## src/rtl/gac_ctrl_pkg.sv

```systemverilog
// Shared definitions for the ID/EX control pipeline register.
// Control word layout, NOP encoding and the alu_op codes used by the
// decode-stage PLA.
package gac_ctrl_pkg;

    localparam int CTRL_W = 9;

    // Bit positions of each field inside the control word.
    localparam int REG_DST    = 0;
    localparam int ALU_SRC    = 1;
    localparam int MEM_TO_REG = 2;
    localparam int REG_WRITE  = 3;
    localparam int MEM_READ   = 4;
    localparam int MEM_WRITE  = 5;
    localparam int BRANCH     = 6;
    localparam int ALU_OP_LO  = 7;
    localparam int ALU_OP_HI  = 8;

    // All-zero word: no register write, no memory access, no branch.
    localparam logic [CTRL_W-1:0] CTRL_NOP = '0;

    typedef enum logic [1:0] {
        ALU_OP_ADD   = 2'b00,
        ALU_OP_SUB   = 2'b01,
        ALU_OP_RTYPE = 2'b10,
        ALU_OP_RSVD  = 2'b11
    } alu_op_e;

    // Even-parity bit: makes the total count of ones (word + bit) even.
    function automatic logic ctrl_parity(input logic [CTRL_W-1:0] word);
        return ^word;
    endfunction

endpackage

```

## src/rtl/gac_ctrl_bubble_cnt.sv

```systemverilog
// Bubble down-counter: synchronous load, decrement toward zero, and an
// active flag that is high whenever the count is non-zero.
module gac_ctrl_bubble_cnt #(
    parameter int CNT_W = 3
) (
    input  logic             clk,
    input  logic             rst,
    input  logic             load,
    input  logic [CNT_W-1:0] load_val,
    output logic [CNT_W-1:0] count,
    output logic             active
);

    // Counter state: reset clears, load has priority over decrement.
    always_ff @(posedge clk) begin
        if (rst) begin
            count <= '0;
        end else if (load) begin
            count <= load_val;
        end else if (count != '0) begin
            count <= count - CNT_W'(1);
        end
    end

    // Active flag follows the registered count.
    always_comb begin
        active = (count != '0);
    end

endmodule

```

## src/rtl/gac_id_ex_ctrl_reg.sv

```systemverilog
// ID/EX control-word pipeline register.
// Captures the decoded control word one cycle after the PLA, supports
// stall (hold), flush with multi-cycle bubble insertion, and drives a
// hold request back to IF/ID while bubbles are in flight.
// Optional parity protection of the stored word: define GAC_CTRL_PARITY_EN.
module gac_id_ex_ctrl_reg
    import gac_ctrl_pkg::*;
#(
    parameter int CTRL_W    = gac_ctrl_pkg::CTRL_W,
    parameter int FLUSH_CYC = 1,
    parameter int CNT_W     = 3
) (
    input  logic              clk,
    input  logic              rst,
    input  logic [CTRL_W-1:0] ctrl_d,
    input  logic              in_valid,
    input  logic              stall,
    input  logic              flush,
    output logic [CTRL_W-1:0] ctrl_q,
    output logic              valid_q,
    output logic              id_hold,
    output logic              bubble_active
`ifdef GAC_CTRL_PARITY_EN
    ,
    input  logic              perr_inject,
    output logic              ctrl_perr
`endif
);

    // Reload value: the flush edge itself is the first bubble, so the
    // counter only has to cover the remaining FLUSH_CYC-1 bubbles.
    localparam logic [CNT_W-1:0] BUBBLE_RELOAD = CNT_W'(FLUSH_CYC - 1);

    logic [CNT_W-1:0]  bubble_cnt;
    logic              bubbling;
    logic [CTRL_W-1:0] ctrl_gated;
    logic              do_load;

    gac_ctrl_bubble_cnt #(
        .CNT_W (CNT_W)
    ) u_bubble_cnt (
        .clk      (clk),
        .rst      (rst),
        .load     (flush),
        .load_val (BUBBLE_RELOAD),
        .count    (bubble_cnt),
        .active   (bubbling)
    );

    // Load-path word and load qualifier: invalid slots carry a NOP.
    always_comb begin
        ctrl_gated = in_valid ? ctrl_d : CTRL_W'(CTRL_NOP);
        do_load    = !flush && !bubbling && !stall;
    end

    // Pipeline register: flush and active bubbles both write a NOP;
    // a stall only freezes the stage when no bubble is pending.
    always_ff @(posedge clk) begin
        if (rst) begin
            ctrl_q  <= '0;
            valid_q <= 1'b0;
        end else if (flush || bubbling) begin
            ctrl_q  <= '0;
            valid_q <= 1'b0;
        end else if (do_load) begin
            ctrl_q  <= ctrl_gated;
            valid_q <= in_valid;
        end
    end

    // Hold request back to IF/ID and bubble status.
    always_comb begin
        id_hold       = stall | bubbling;
        bubble_active = bubbling;
    end

`ifdef GAC_CTRL_PARITY_EN
    logic par_q;
    logic perr_sticky;
    logic par_mismatch;

    // Stored parity bit tracks ctrl_q; bubbles store 0 to match the NOP.
    always_ff @(posedge clk) begin
        if (rst) begin
            par_q <= 1'b0;
        end else if (flush || bubbling) begin
            par_q <= 1'b0;
        end else if (do_load) begin
            par_q <= ctrl_parity(ctrl_gated) ^ perr_inject;
        end
    end

    // Live parity check on the registered word, only meaningful for real slots.
    always_comb begin
        par_mismatch = valid_q && (ctrl_parity(ctrl_q) != par_q);
        ctrl_perr    = perr_sticky | par_mismatch;
    end

    // Error latch: once seen, the error stays until reset.
    always_ff @(posedge clk) begin
        if (rst) begin
            perr_sticky <= 1'b0;
        end else if (par_mismatch) begin
            perr_sticky <= 1'b1;
        end
    end
`endif

endmodule

```

## config.mk

```make
export PLATFORM = sky130hd
export DESIGN_NAME = gac_id_ex_ctrl_reg
export DESIGN_NICKNAME = d
export VERILOG_FILES = /design/src/rtl/gac_ctrl_pkg.sv /design/src/rtl/gac_ctrl_bubble_cnt.sv /design/src/rtl/gac_id_ex_ctrl_reg.sv
export SDC_FILE = /design/constraint.sdc
export NUM_CORES = 1
export LEC_CHECK = 0
export BUFFER_PORTS_ARGS = -buffer_cell sky130_fd_sc_hd__buf_2
export CAP_MARGIN = 20
export CORE_ASPECT_RATIO = 1.1
export CORE_MARGIN = 5
export CORE_UTILIZATION = 30
export CTS_CLUSTER_SIZE = 24
export DETAILED_ROUTE_END_ITERATION = 10
export GPL_TIMING_DRIVEN = 0
export HOLD_SLACK_MARGIN = 0.03
export PLACE_DENSITY = 0.6
export RECOVER_POWER = 25
export SYNTH_ARGS = -nofsm -noshare
export SYNTH_HDL_FRONTEND = slang
export SYNTH_HIERARCHICAL = 1
export SYNTH_SLANG_ARGS = --single-unit
export TNS_END_PERCENT = 5
```

## constraint.sdc

```tcl
create_clock -name clk -period 1.6 [get_ports clk]
set_input_delay 0 -clock clk [delete_from_list [all_inputs] [get_ports clk]]
set_output_delay 0 -clock clk [all_outputs]
set_load 0.01 [all_outputs]
```

Word level (Yosys, flattened, before mapping). Cells that the tools add are included.

Bits of input ports: 14. Word-level logic and storage cells: 15. Register bits after elaboration: 13. Output and inout bits: 12.

Bitwise operators: 1. $add $sub $neg: 1. Reduce and logical (&&, ||, !) cells: 9. Mux-type cells: 1.

Operators by type and width (count): 2-to-1 mux 9 bit (1); OR reduction 2 bit (2); zero test 1 bit (3); nonzero test 3 bit (1); subtractor 3 x 1 -> 3 bit (second input constant) (1); logical AND 1 bit (2); logical OR 1 bit (1); OR 1 bit (1).

Longest topological paths before layout. Gate-level depths: netlist (run 1).

Word-level depth: 4. Mapped depth: 6. Depth with buffers taken out: 5.

Modules after synthesis. The synthesis (run 1) kept the hierarchy.

By module, submodules not included: gac_id_ex_ctrl_reg (cells each 48, instances 1, seq. area each 200.2 µm², area each 467.9 µm²); gac_ctrl_bubble_cnt (cells each 21, instances 1, seq. area each 60.1 µm², area each 202.7 µm²).

Least setup slack after synthesis (run 1). OpenSTA, ideal clock, no wires.

Kind: register to register. Start: register u_bubble_cnt.count[0]. End: register ctrl_q[0]. Required time: 1.521 ns. Path slack: 0.071 ns. Arrival time: 1.449 ns. Period minus slack after synthesis: 1.529 ns. Cell stages (with the launch flop): 7. Path buffers: 1. Setup time: 0.079 ns. Cells stage by stage: dfxtp_1 > inv_1 > ha_1 > nand2b_1 > or3_1 > buf_6 > a211oi_2.

Cells in the longest elaborated chain, start to end: 4. Elaborated cells on any way between the ends: 6. Those cells by class: reduce/logical: 6.

Ends and longest elaborated chain: start, declared (RTL line gac_ctrl_bubble_cnt.sv:10) `output logic [CNT_W-1:0] count,`; start signal, assigned (RTL line gac_ctrl_bubble_cnt.sv:19) `count <= load_val;`; start signal, assigned (RTL line gac_ctrl_bubble_cnt.sv:21) `count <= count - CNT_W'(1);`; nonzero test 3 bit * (RTL line gac_ctrl_bubble_cnt.sv:27) `active = (count != '0);`; net bubble_active (RTL line gac_id_ex_ctrl_reg.sv:22) `output logic bubble_active`; zero test 1 bit (RTL line gac_id_ex_ctrl_reg.sv:53) `do_load = !flush && !bubbling && !stall;`; logical AND 1 bit (2 in a row) (RTL line gac_id_ex_ctrl_reg.sv:53); end signal, assigned (RTL line gac_id_ex_ctrl_reg.sv:66) `ctrl_q <= ctrl_gated;`; end, declared (RTL line gac_id_ex_ctrl_reg.sv:19) `output logic [CTRL_W-1:0] ctrl_q,`.

Mark *: on every way through the listed nets, which the timed path passes. The rest lies on a longest branch. A chain may end at the register's enable or synchronous reset.

Worst setup path in the final report (run 1).
Start: register u_bubble_cnt.count[1]. End: register ctrl_q[8].

Cells in the longest elaborated chain, start to end: 4. Elaborated cells on any way between the ends: 6. Those cells by class: reduce/logical: 6.

Ends and longest elaborated chain (RTL line): nonzero test 3 bit * (gac_ctrl_bubble_cnt.sv:27); zero test 1 bit (gac_id_ex_ctrl_reg.sv:53); logical AND 1 bit (2 in a row) (gac_id_ex_ctrl_reg.sv:53).

Every way passes the cells marked *; elsewhere a longest branch is shown, timed or not.

==> results of run 1 <==
==> cell type report <==
type,instances,area [um^2]
Sequential cell,13,260.3
Inverter,11,41.29
Multi-Input combinational cell,43,359.1
Fill cell,233,1280
Tap cell,30,37.54
Clock buffer,4,26.28
Timing Repair Buffer,27,142.6
Buffer,4,37.54
==> sequential cells by signal, indices dropped and copies added, names as in the netlist <==
signal and cells:
ctrl_q 9, u_bubble_cnt/count 3, valid_q 1
==> worst max-delay path, cell delays in order, from the launching register on <==
cell      delay, ps
dfxtp_1         310
inv_1           100
ha_4            170
nand2b_4         80
or3_1           390
buf_6           160
a211oi_2        200
==> timing repair <==
action / 4_1_cts / 5_1_grt
setup endpoints to repair: 10 / 10
hold endpoints to repair: 5 / 0
hold buffers: 3 / 0
resized for setup: 1 / 3
==> per-layer routing <==
layer / track usage [%] / wire length, um / part of all wire [%] / up-vias
li1: - / - / - / 305
met1: 10.43 / 644 / 46 / 260
met2: 14.36 / 653 / 46 / 21
met3: 3.023 / 117 / 8.3 / 0
met4: 1.042 / 0 / 0 / 0
met5: 0 / 0 / 0 / -
==> synth_stat cells <==
cell type / instances
a311oi_2: 1
or3_1: 2
or2b_1: 1
a21oi_1: 8
a2111oi_0: 1
nor4_1: 1
inv_1: 11
buf_4: 2
dfxtp_1: 13
a2111oi_1: 2
nor2b_1: 7
nand2b_1: 1
a211oi_2: 8
conb_1: 1
or3b_1: 1
ha_1: 2
or2_1: 1
nor3_1: 2
buf_6: 2
nor4b_1: 2
==> metrics by stage <==
step	setup TNS (ps)	cell area, um^2	hold slack [ps]	worst slack (ps)
2_1_floorplan	0	678.2	67.86	71.28
3_3_place_gp	0	835.8	223.6	1.537
3_5_place_dp	-13.08	835.8	224.2	-6.553
4_1_cts	0	899.6	32.56	29.18
5_1_grt	0	904.6	44.33	3.135
6_report	0	904.6	36.37	121.6
==> how the worst max path moves through the flow <==
stage                           from   endpoint  cells after the start
5_1_grt        u_bubble_cnt/count[1]  ctrl_q[2]                      6
3_3_place_gp   u_bubble_cnt/count[0]  ctrl_q[4]                      6
2_1_floorplan  u_bubble_cnt/count[0]  ctrl_q[0]                      6
3_5_place_dp   u_bubble_cnt/count[0]  ctrl_q[8]                      6
4_1_cts        u_bubble_cnt/count[0]  ctrl_q[8]                      6
6_report       u_bubble_cnt/count[1]  ctrl_q[8]                      6
==> logic make-up (layout without fill, tap and decap cells) <==
kind of cell | count (synthesis) | count (layout) | share of synthesized area, %
AO/OA/AOI/OAI | 20 | 20 | 27.43
adder cells (fa/ha/maj) | 2 | 2 | 3.731
buffers and inverters | 15 | 46 | 11.75
flip-flops | 13 | 13 | 38.81
other | 1 | 3 | 0.5592
AND/OR/NAND/NOR | 18 | 18 | 17.73
==> power groups by stage <==
stage	Combinational [mW]	Sequential (mW)	Clock (mW)
2_1_floorplan	0.0900	0.351	0
3_3_place_gp	0.134	0.350	0
3_5_place_dp	0.137	0.350	0
4_1_cts	0.150	0.342	0.212
5_1_grt	0.177	0.346	0.220
6_report	0.157	0.343	0.198
==> Flow_metrics.wiki, run 1 <==
{| class="wikitable"
! Metric !! Value
|-
| Cell type with the largest total area after synthesis || dfxtp_1
|-
| Part of the power in combinational logic || 22.4%
|-
| Number of sinks driven by the clock tree || 13
|-
| Max Clock Skew || 0.7365 ps
|-
| Most common library cell in the layout ignoring fill and taps || buf_2
|-
| Final std cells w/o fill || 132
|-
| Mean number of vias per cell || 4.439
|-
| Fraction of power spent switching nets || 27.12%
|-
| R2R cell count || 6
|-
| # setup viols final || 0
|-
| Clock power frac || 28.4%
|-
| Max clock buf depth || 2
|-
| Post-route clock period utilization || 92.40%
|-
| Cell leakage power || 0.3351 nW
|-
| Internal cell power || 508.4 uW
|-
| Critical path capture point type || flip-flop
|-
| Proportion of power drawn by flip-flops and latches || 49.2%
|-
| Standard-cell row count || 18
|-
| Number of warnings issued by yosys || 6
|-
| Net count, final || 119
|-
| TritonCTS clock tree || done
|-
| CP max FO || 8
|-
| Floorplan Core Area || 2185 um^2
|-
| Total of max-cap violations || 0
|-
| First-pass iteration count of the detailed router || 4
|-
| RSZ-0062 raised after global routing || false
|-
| Number of buffers added by the clock tree synthesis step || 3
|-
| Area overhead of the layout relative to synthesis || 34.89%
|-
| Total routed wirelength || 1415 um
|-
| DIE AREA || 3282 um^2
|-
| Inst Count DP || 125
|-
| Worst vdd ir || 419.4 uV
|-
| Switching power of the nets || 189.2 uW
|-
| Required time at the endpoint of the critical path || 1790 ps
|-
| Run status || completed
|-
| Capturing point of the worst reg2reg path || ctrl_q[8]
|-
| Critical path arrival || 1670 ps
|-
| Average cell area after synthesis || 9.719 um^2
|-
| Number of unique standard cell types used by synthesis || 20
|-
| Power per cell area || 771.1 nW/um^2
|-
| HPWL Detailed || 1014 um
|-
| Sequential cell area fraction in the yosys report || 38.81%
|-
| Worst reg2reg setup slack || 120 ps
|-
| Cell at the root of the clock tree || clkbuf_4
|-
| Average wire per cell in the routed design || 10.72 um
|-
| Vert. Die Dim || 59.59 um
|-
| Reg-to-reg critical path startpoint || u_bubble_cnt/count[1]
|-
| Clock latency reported for the late side of the worst-skew pair || 260 ps
|-
| Total global routing track utilization || 8.472%
|-
| Fmax || 0.6764 GHz
|-
| Worst Min Path Start || ctrl_d[4]
|-
| Effective utilization at floorplan || 30.70%
|-
| Setup crit start kind || flip-flop
|-
| Number of vias after detailed routing || 586
|-
| Mapped Area || 670.6 um^2
|-
| Total power of the final layout || 697.6 uW
|-
| Number of global-route vias before repair || 510
|-
| Number of diodes added for antenna fixing || 0
|-
| Clock transition at the register clock pins on the worst setup and hold paths after CTS || 80 ps
|-
| Final Core Density || 41.41%
|-
| Pin count of the biggest net entering global routing || 13
|-
| Share of final-layout standard cells stronger than drive strength 1 || 36.27%
|-
| Portion of synthesized cell area occupied by the leading cell type || 38.81%
|-
| Post-DRT Antenna Nets || 0
|-
| Post-synthesis register bit count || 13
|-
| Type of the tightest min-delay check || primary input to flip-flop
|-
| Terminating pin of the worst hold path || ctrl_q[4]
|-
| Leading cell types in the layout, fill and taps excluded || buf_2, dfxtp_1, inv_1
|-
| Type of the worst setup path || flip-flop to flip-flop
|-
| Count of H-tree levels built during CTS || 1
|-
| Count of input and output buffers || 24
|-
| DRC violation total after the first TritonRoute iteration || 6
|-
| Time the final worst path needs with I/O delays and setup || 1478 ps
|-
| Hold Vio Cnt, Final || 0
|-
| Chip Width || 55.08 um
|-
| Number of remaining DRC errors || 0
|-
| Global-route wire length before repair || 2042 um
|-
| Depth of the worst hold-timing path || 3
|-
| Max Slew Vio Count || 0
|-
| GPL Wtd Cong || 0.7785
|-
| Setup fix buffers added after clock tree synthesis || 0
|-
| Cells taking the most area after synthesis || dfxtp_1, a211oi_2, nor2b_1, inv_1, a21oi_1
|-
| Synthesized instance count || 69
|-
| Ports || 26
|-
| Number of antenna violations at the first check in global routing || 0
|-
| Aggregate global routing overflow || 0
|}
Note: power is estimated with default switching activity, not from simulation.
==> run 2, diff against run 1 <==
CORE_ASPECT_RATIO = default   (was 1.1)
==> Flow_metrics.wiki, run 2 (same netlist as run 1, synthesis figures left out) <==
{| class="wikitable"
! Metric !! Value
|-
| Run status || completed
|-
| Clock latency reported for the late side of the worst-skew pair || 270 ps
|-
| Effective utilization at floorplan || 30.91%
|-
| Power per cell area || 770.1 nW/um^2
|-
| Floorplan Core Area || 2170 um^2
|-
| Count of H-tree levels built during CTS || 1
|-
| Minimum setup slack after placement || -29.34 ps
|-
| Share of final-layout standard cells stronger than drive strength 1 || 37.62%
|-
| Registers with the most flip-flops || ctrl_q (9), u_bubble_cnt/count (3), valid_q (1)
|-
| Clock transition at the register clock pins on the worst setup and hold paths after CTS || 80 ps
|-
| Vert. Die Dim || 57.28 um
|-
| Setup fix buffers added after clock tree synthesis || 0
|-
| Number of global-route vias before repair || 579
|-
| Most common library cell in the layout ignoring fill and taps || buf_2
|-
| Max Clock Skew || 8.661 ps
|-
| Type of the worst setup path || flip-flop to flip-flop
|-
| Final Hold Slack || 36.13 ps
|-
| Number of diodes added for antenna fixing || 0
|-
| HPWL Detailed || 1032 um
|-
| Time the final worst path needs with I/O delays and setup || 1495 ps
|-
| Max clock buf depth || 2
|-
| CP max FO || 8
|-
| Critical path capture point type || flip-flop
|-
| Cell at the root of the clock tree || clkbuf_4
|-
| DIE AREA || 3281 um^2
|-
| Logic depth of the worst path, buffers included || 6
|-
| Depth of the worst hold-timing path || 3
|-
| # setup viols final || 0
|-
| Count of input and output buffers || 24
|-
| Number of flip-flops under the largest register name || 9
|-
| Number of antenna violations at the first check in global routing || 0
|-
| DRC violation total after the first TritonRoute iteration || 5
|-
| Critical path arrival || 1680 ps
|-
| Required time at the endpoint of the critical path || 1780 ps
|-
| Leading cell types in the layout, fill and taps excluded || buf_2, dfxtp_1, inv_1
|-
| Number of remaining DRC errors || 0
|-
| Type of the tightest min-delay check || primary input to flip-flop
|-
| Post-route clock period utilization || 93.42%
|-
| Pin count of the biggest net entering global routing || 13
|-
| Slowest Stage Delay on Critical Path || 390 ps
|-
| Buffers & Inverters on Critical Path || 2
|-
| Number of buffers added by the clock tree synthesis step || 3
|-
| Total of max-cap violations || 0
|-
| Standard-cell row count || 17
|-
| RSZ-0062 raised after global routing || false
|-
| GPL Wtd Cong || 0.7098
|-
| Setup crit start kind || flip-flop
|-
| Cell leakage power || 0.3315 nW
|-
| Cell Chain, Critical Path || inv_1, ha_4, nand2b_4, or3_1, buf_6, a211oi_2
|-
| R2R cell count || 6
|-
| Chip Width || 57.28 um
|-
| Post-DRT Antenna Nets || 0
|-
| Total global routing track utilization || 8.682%
|-
| Net count, final || 118
|-
| Total routed wirelength || 1391 um
|-
| TritonCTS clock tree || done
|-
| Number of sinks driven by the clock tree || 13
|-
| Number of vias after detailed routing || 569
|-
| Mean number of vias per cell || 4.411
|-
| Minimum setup slack in the final design || 105.3 ps
|-
| Transition time of the tightest slew-check pin || 542.4 ps
|-
| Global-route wire length before repair || 2283 um
|-
| Cell family with most CP delay || simple AND/OR/NAND/NOR gates
|-
| Worst vdd ir || 377.8 uV
|-
| Normalized max-slew margin || 62.91%
|-
| Hold Vio Cnt, Final || 0
|-
| Aggregate global routing overflow || 0
|-
| Average wire per cell in the routed design || 10.78 um
|-
| Max Slew Vio Count || 0
|-
| First-pass iteration count of the detailed router || 2
|-
| Register name with the most flops || ctrl_q
|-
| Area overhead of the layout relative to synthesis || 33.77%
|-
| Fmax || 0.6690 GHz
|-
| Slowest library cell on the worst path || or3_1
|-
| Ports || 26
|}
[run 2: changes by cell type in the layout (fill, tap and decap cells not counted)]
cell,before,now
dlygate4sd3_1,3,2
nor3_1,2,1
nor3_2,0,1
[run 2: metrics by stage]
stage / utilization (%) / cell area, um^2 / total power, mW / setup TNS [ps] / std cells
floorplan: - / 678.2 / 0.4405 / 0 / 71
global placement: 38.41 / 833.3 / 0.4837 / 0 / 123
detailed placement: 38.41 / 833.3 / 0.4855 / -106.4 / 123
CTS: 40.89 / 887.1 / 0.6931 / 0 / 129
global route: 41.35 / 897.1 / 0.7398 / 0 / 129
finish: 41.35 / 897.1 / 0.6908 / 0 / 129
[run 2: worst min-delay path, cell delays in order]
cell and delay (ps):
buf_2 80, a21oi_1 60, a211oi_2 120
[run 2: final cells by class]
cell class | count | area (um^2)
timing repair buffer | 26 | 132.6
multi-input combinational | 43 | 364.1
tap | 28 | 35.03
sequential | 13 | 260.3
inverter | 11 | 41.29
buffer | 4 | 37.54
clock buffer | 4 | 26.28
fill | 225 | 1272
[run 2: path summary, 6_finish.rpt]
kind	startpoint	end	slack, ps
worst min register to register	ctrl_q[5]	ctrl_q[5]	460
worst max-delay path	u_bubble_cnt/count[1]	ctrl_q[8]	110
worst min-delay path	ctrl_d[3]	ctrl_q[3]	40
worst max register to register	u_bubble_cnt/count[1]	ctrl_q[8]	110
[run 2: power by group]
| group | total, mW | internal [mW] | leakage, nW | switching (mW) |
|---|---|---|---|---|
| combinational | 0.154 | 0.0748 | 0.211 | 0.0788 |
| clock | 0.194 | 0.0963 | 0.0150 | 0.0981 |
| sequential | 0.343 | 0.335 | 0.106 | 0.00771 |
[run 2: layer usage]
metal,share of wire [%],global-route usage [%],vias to the layer above,wire (um)
li1,-,-,305,-
met1,44,10.22,247,613
met2,46,13.70,17,638
met3,10,4.299,0,139
met4,0,2.980,0,0
met5,0,0,-,0
[run 2: timing repair]
| item | in CTS | in global routing |
|---|---|---|
| hold buffers | 2 | 0 |
| endpoints found under the setup margin | 10 | 10 |
| endpoints found under the hold margin | 4 | 0 |
| resized for setup | 1 | 4 |
==> run 3, diff against run 2 <==
PLACE_DENSITY = 0.62   (was 0.6)
SYNTH_HIERARCHICAL = default   (was 1)
==> Flow_metrics.wiki, run 3 <==
{| class="wikitable"
! Metric !! Value
|-
| Total of max-cap violations || 0
|-
| Number of remaining DRC errors || 0
|-
| Net count of the mapped netlist || 76
|-
| TritonCTS clock tree || done
|-
| Final Hold Slack || 136.6 ps
|-
| Number of vias after detailed routing || 551
|-
| Fraction of synthesized area in multiplexers || 1.839%
|-
| Transition time of the tightest slew-check pin || 306.3 ps
|-
| Critical path arrival || 1730 ps
|-
| Number of global-route vias before repair || 517
|-
| Count of H-tree levels built during CTS || 1
|-
| Total routed wirelength || 1450 um
|-
| Compound-Gate Fraction of Synth Area || 13.33%
|-
| Most common library cell in the layout ignoring fill and taps || buf_2
|-
| Type of the tightest min-delay check || primary input to flip-flop
|-
| Average wire per cell in the routed design || 11.51 um
|-
| Clock transition at the register clock pins on the worst setup and hold paths after CTS || 80 ps
|-
| Mean number of vias per cell || 4.373
|-
| Final Core Density || 49.86%
|-
| Cell leakage power || 0.3627 nW
|-
| Share of final-layout standard cells stronger than drive strength 1 || 29.70%
|-
| Ports || 26
|-
| Clock latency reported for the late side of the worst-skew pair || 270 ps
|-
| Post-synthesis share of cell area spent on full adders, half adders and majority gates || 4.598%
|-
| Vert. Die Dim || 52.60 um
|-
| GPL Wtd Cong || 0.7143
|-
| Run status || completed
|-
| Post-synth top flop || dfxtp_1
|-
| Critical path capture point type || flip-flop
|-
| First-pass iteration count of the detailed router || 2
|-
| Share of flip-flops with an asynchronous set or reset || 0%
|-
| DIE AREA || 2766 um^2
|-
| Max Clock Skew || 3.633 ps
|-
| Number of unique standard cell types used by synthesis || 18
|-
| # setup viols final || 0
|-
| Floorplan Core Area || 1727 um^2
|-
| Count of input and output buffers || 25
|-
| CP max FO || 7
|-
| Register name with the most flops || ctrl_q
|-
| Standard-cell row count || 15
|-
| Type of the worst setup path || flip-flop to flip-flop
|-
| Required time at the endpoint of the critical path || 1800 ps
|-
| Number of buffers added by the clock tree synthesis step || 3
|-
| Post-route clock period utilization || 95.21%
|-
| Average cell area after synthesis || 9.071 um^2
|-
| Effective utilization at floorplan || 31.52%
|-
| Parity-gate share of the synthesized area counting xor and xnor cells || 1.609%
|-
| Area overhead of the layout relative to synthesis || 58.16%
|-
| DRC violation total after the first TritonRoute iteration || 4
|-
| Power per cell area || 717.6 nW/um^2
|-
| HPWL Detailed || 899.2 um
|-
| Registers with the most flip-flops || ctrl_q (9), u_bubble_cnt.count (3), valid_q (1)
|-
| Leading cell types in the layout, fill and taps excluded || buf_2, nand2_1, dfxtp_1
|-
| Global-route wire length before repair || 2228 um
|-
| Number of sinks driven by the clock tree || 13
|-
| Pin count of the biggest net entering global routing || 11
|-
| Total global routing track utilization || 11.20%
|-
| Number of antenna violations at the first check in global routing || 0
|-
| Net count, final || 118
|-
| Sequential cell area fraction in the yosys report || 47.82%
|-
| Layout filler cell count || 198
|-
| Max clock buf depth || 2
|-
| Post-DRT Antenna Nets || 0
|-
| Total power of the final layout || 617.7 uW
|-
| Cell area after layout || 860.8 um^2
|-
| Fmax || 0.6564 GHz
|-
| Total placed instance area || 700.7 um^2
|-
| Chip Width || 52.60 um
|-
| Portion of synthesized cell area occupied by the leading cell type || 47.82%
|-
| Normalized max-slew margin || 79.06%
|-
| Worst vdd ir || 557.8 uV
|-
| Synthesized instance count || 60
|-
| Post-synthesis register bit count || 13
|-
| Cell type with the largest total area after synthesis || dfxtp_1
|-
| Setup crit start kind || flip-flop
|-
| Max Slew Vio Count || 0
|-
| Most used standard cell by instance count after synthesis || nand2_1
|-
| Cells taking the most area after synthesis || dfxtp_1, nand2_1, a21oi_1, ha_1, nor4b_4
|-
| Commonest cells in the synthesized netlist || nand2_1, dfxtp_1, a21oi_1
|-
| Number of flip-flops under the largest register name || 9
|-
| Number of synthesized flops with an enable pin || 0
|-
| Aggregate global routing overflow || 0
|-
| Number of warnings issued by yosys || 0
|-
| Largest family of logic cells by synthesized area || simple AND/OR/NAND/NOR gates
|-
| Number of diodes added for antenna fixing || 0
|-
| Hold Vio Cnt, Final || 0
|-
| Mapped Area || 544.3 um^2
|-
| Simple-gate share of the synthesized area || 28.74%
|-
| Cell at the root of the clock tree || clkbuf_4
|-
| Time the final worst path needs with I/O delays and setup || 1523 ps
|}
-- run 3: cell types whose count changed in the layout (fill, tap and decap cells not counted), moves of 3 or more --
cell	previous run	this run
nand2_1	0	15
dlygate4sd3_1	2	12
nor2b_1	7	0
nand3_1	0	3
conb_1	3	0
inv_1	10	2
a211oi_2	8	0
nor2_1	0	4
-- run 3: final cells by class --
class | instances | area (um^2) | share of cell area, %
sequential | 13 | 260.3 | 30.23
timing repair buffer | 38 | 246.5 | 28.63
tap | 25 | 31.28 | 3.634
clock buffer | 4 | 26.28 | 3.052
multi-input combinational | 44 | 289.0 | 33.58
inverter | 2 | 7.507 | 0.8721
-- run 3: final timing paths --
kind	from	endpoint	slack (ps)	cells after the start
max	u_bubble_cnt.count[0]	ctrl_q[4]	80	5
min	stall	valid_q	140	3
max reg2reg	u_bubble_cnt.count[0]	ctrl_q[4]	80	5
min reg2reg	ctrl_q[6]	ctrl_q[6]	450	2
-- run 3: layer usage --
metal	up-vias	share of wire [%]	GRT usage (%)
li1	287	-	-
met4	0	1.2	3.830
met5	-	0	0
met1	239	42	12.48
met3	4	8.1	5.698
met2	21	49	18.18
-- run 3: stage by stage --
| stage | cells | worst slack (ps) | setup TNS [ps] |
|---|---|---|---|
| finish | 126 | 76.61 | 0 |
| global route | 126 | -1.471 | -1.471 |
| CTS | 125 | 16.88 | 0 |
| detailed placement | 110 | 12.57 | 0 |
| global placement | 110 | 37.25 | 0 |
| floorplan | 60 | 173.3 | 0 |
-- run 3: timing repair --
action                                  in CTS  in global routing
buffers inserted                             0                  1
hold endpoints to repair                    12                  0
cloned                                       0                  0
endpoints found under the setup margin       6                 11
hold buffers                                12                  0
resized for setup                            1                  2
-- run 3: logic make-up after synthesis --
kind of cell / count (synthesis)
AND/OR/NAND/NOR: 29
AO/OA/AOI/OAI: 11
XOR/XNOR: 1
flip-flops: 13
buffers and inverters: 3
adder cells (fa/ha/maj): 2
multiplexers: 1
-- run 3: power by group --
group          total, mW  leakage (nW)  internal [mW]  switching [mW]
Sequential         0.331         0.105          0.329         0.00241
Clock              0.197        0.0150         0.0964           0.100
Combinational     0.0901         0.243         0.0502          0.0399
-- run 3: critical path, cell delays in order, from the launching register on --
cell and delay, ps:
dfxtp_1 330, inv_1 120, ha_4 170, or4b_4 490, o21bai_4 230, a21oi_1 120
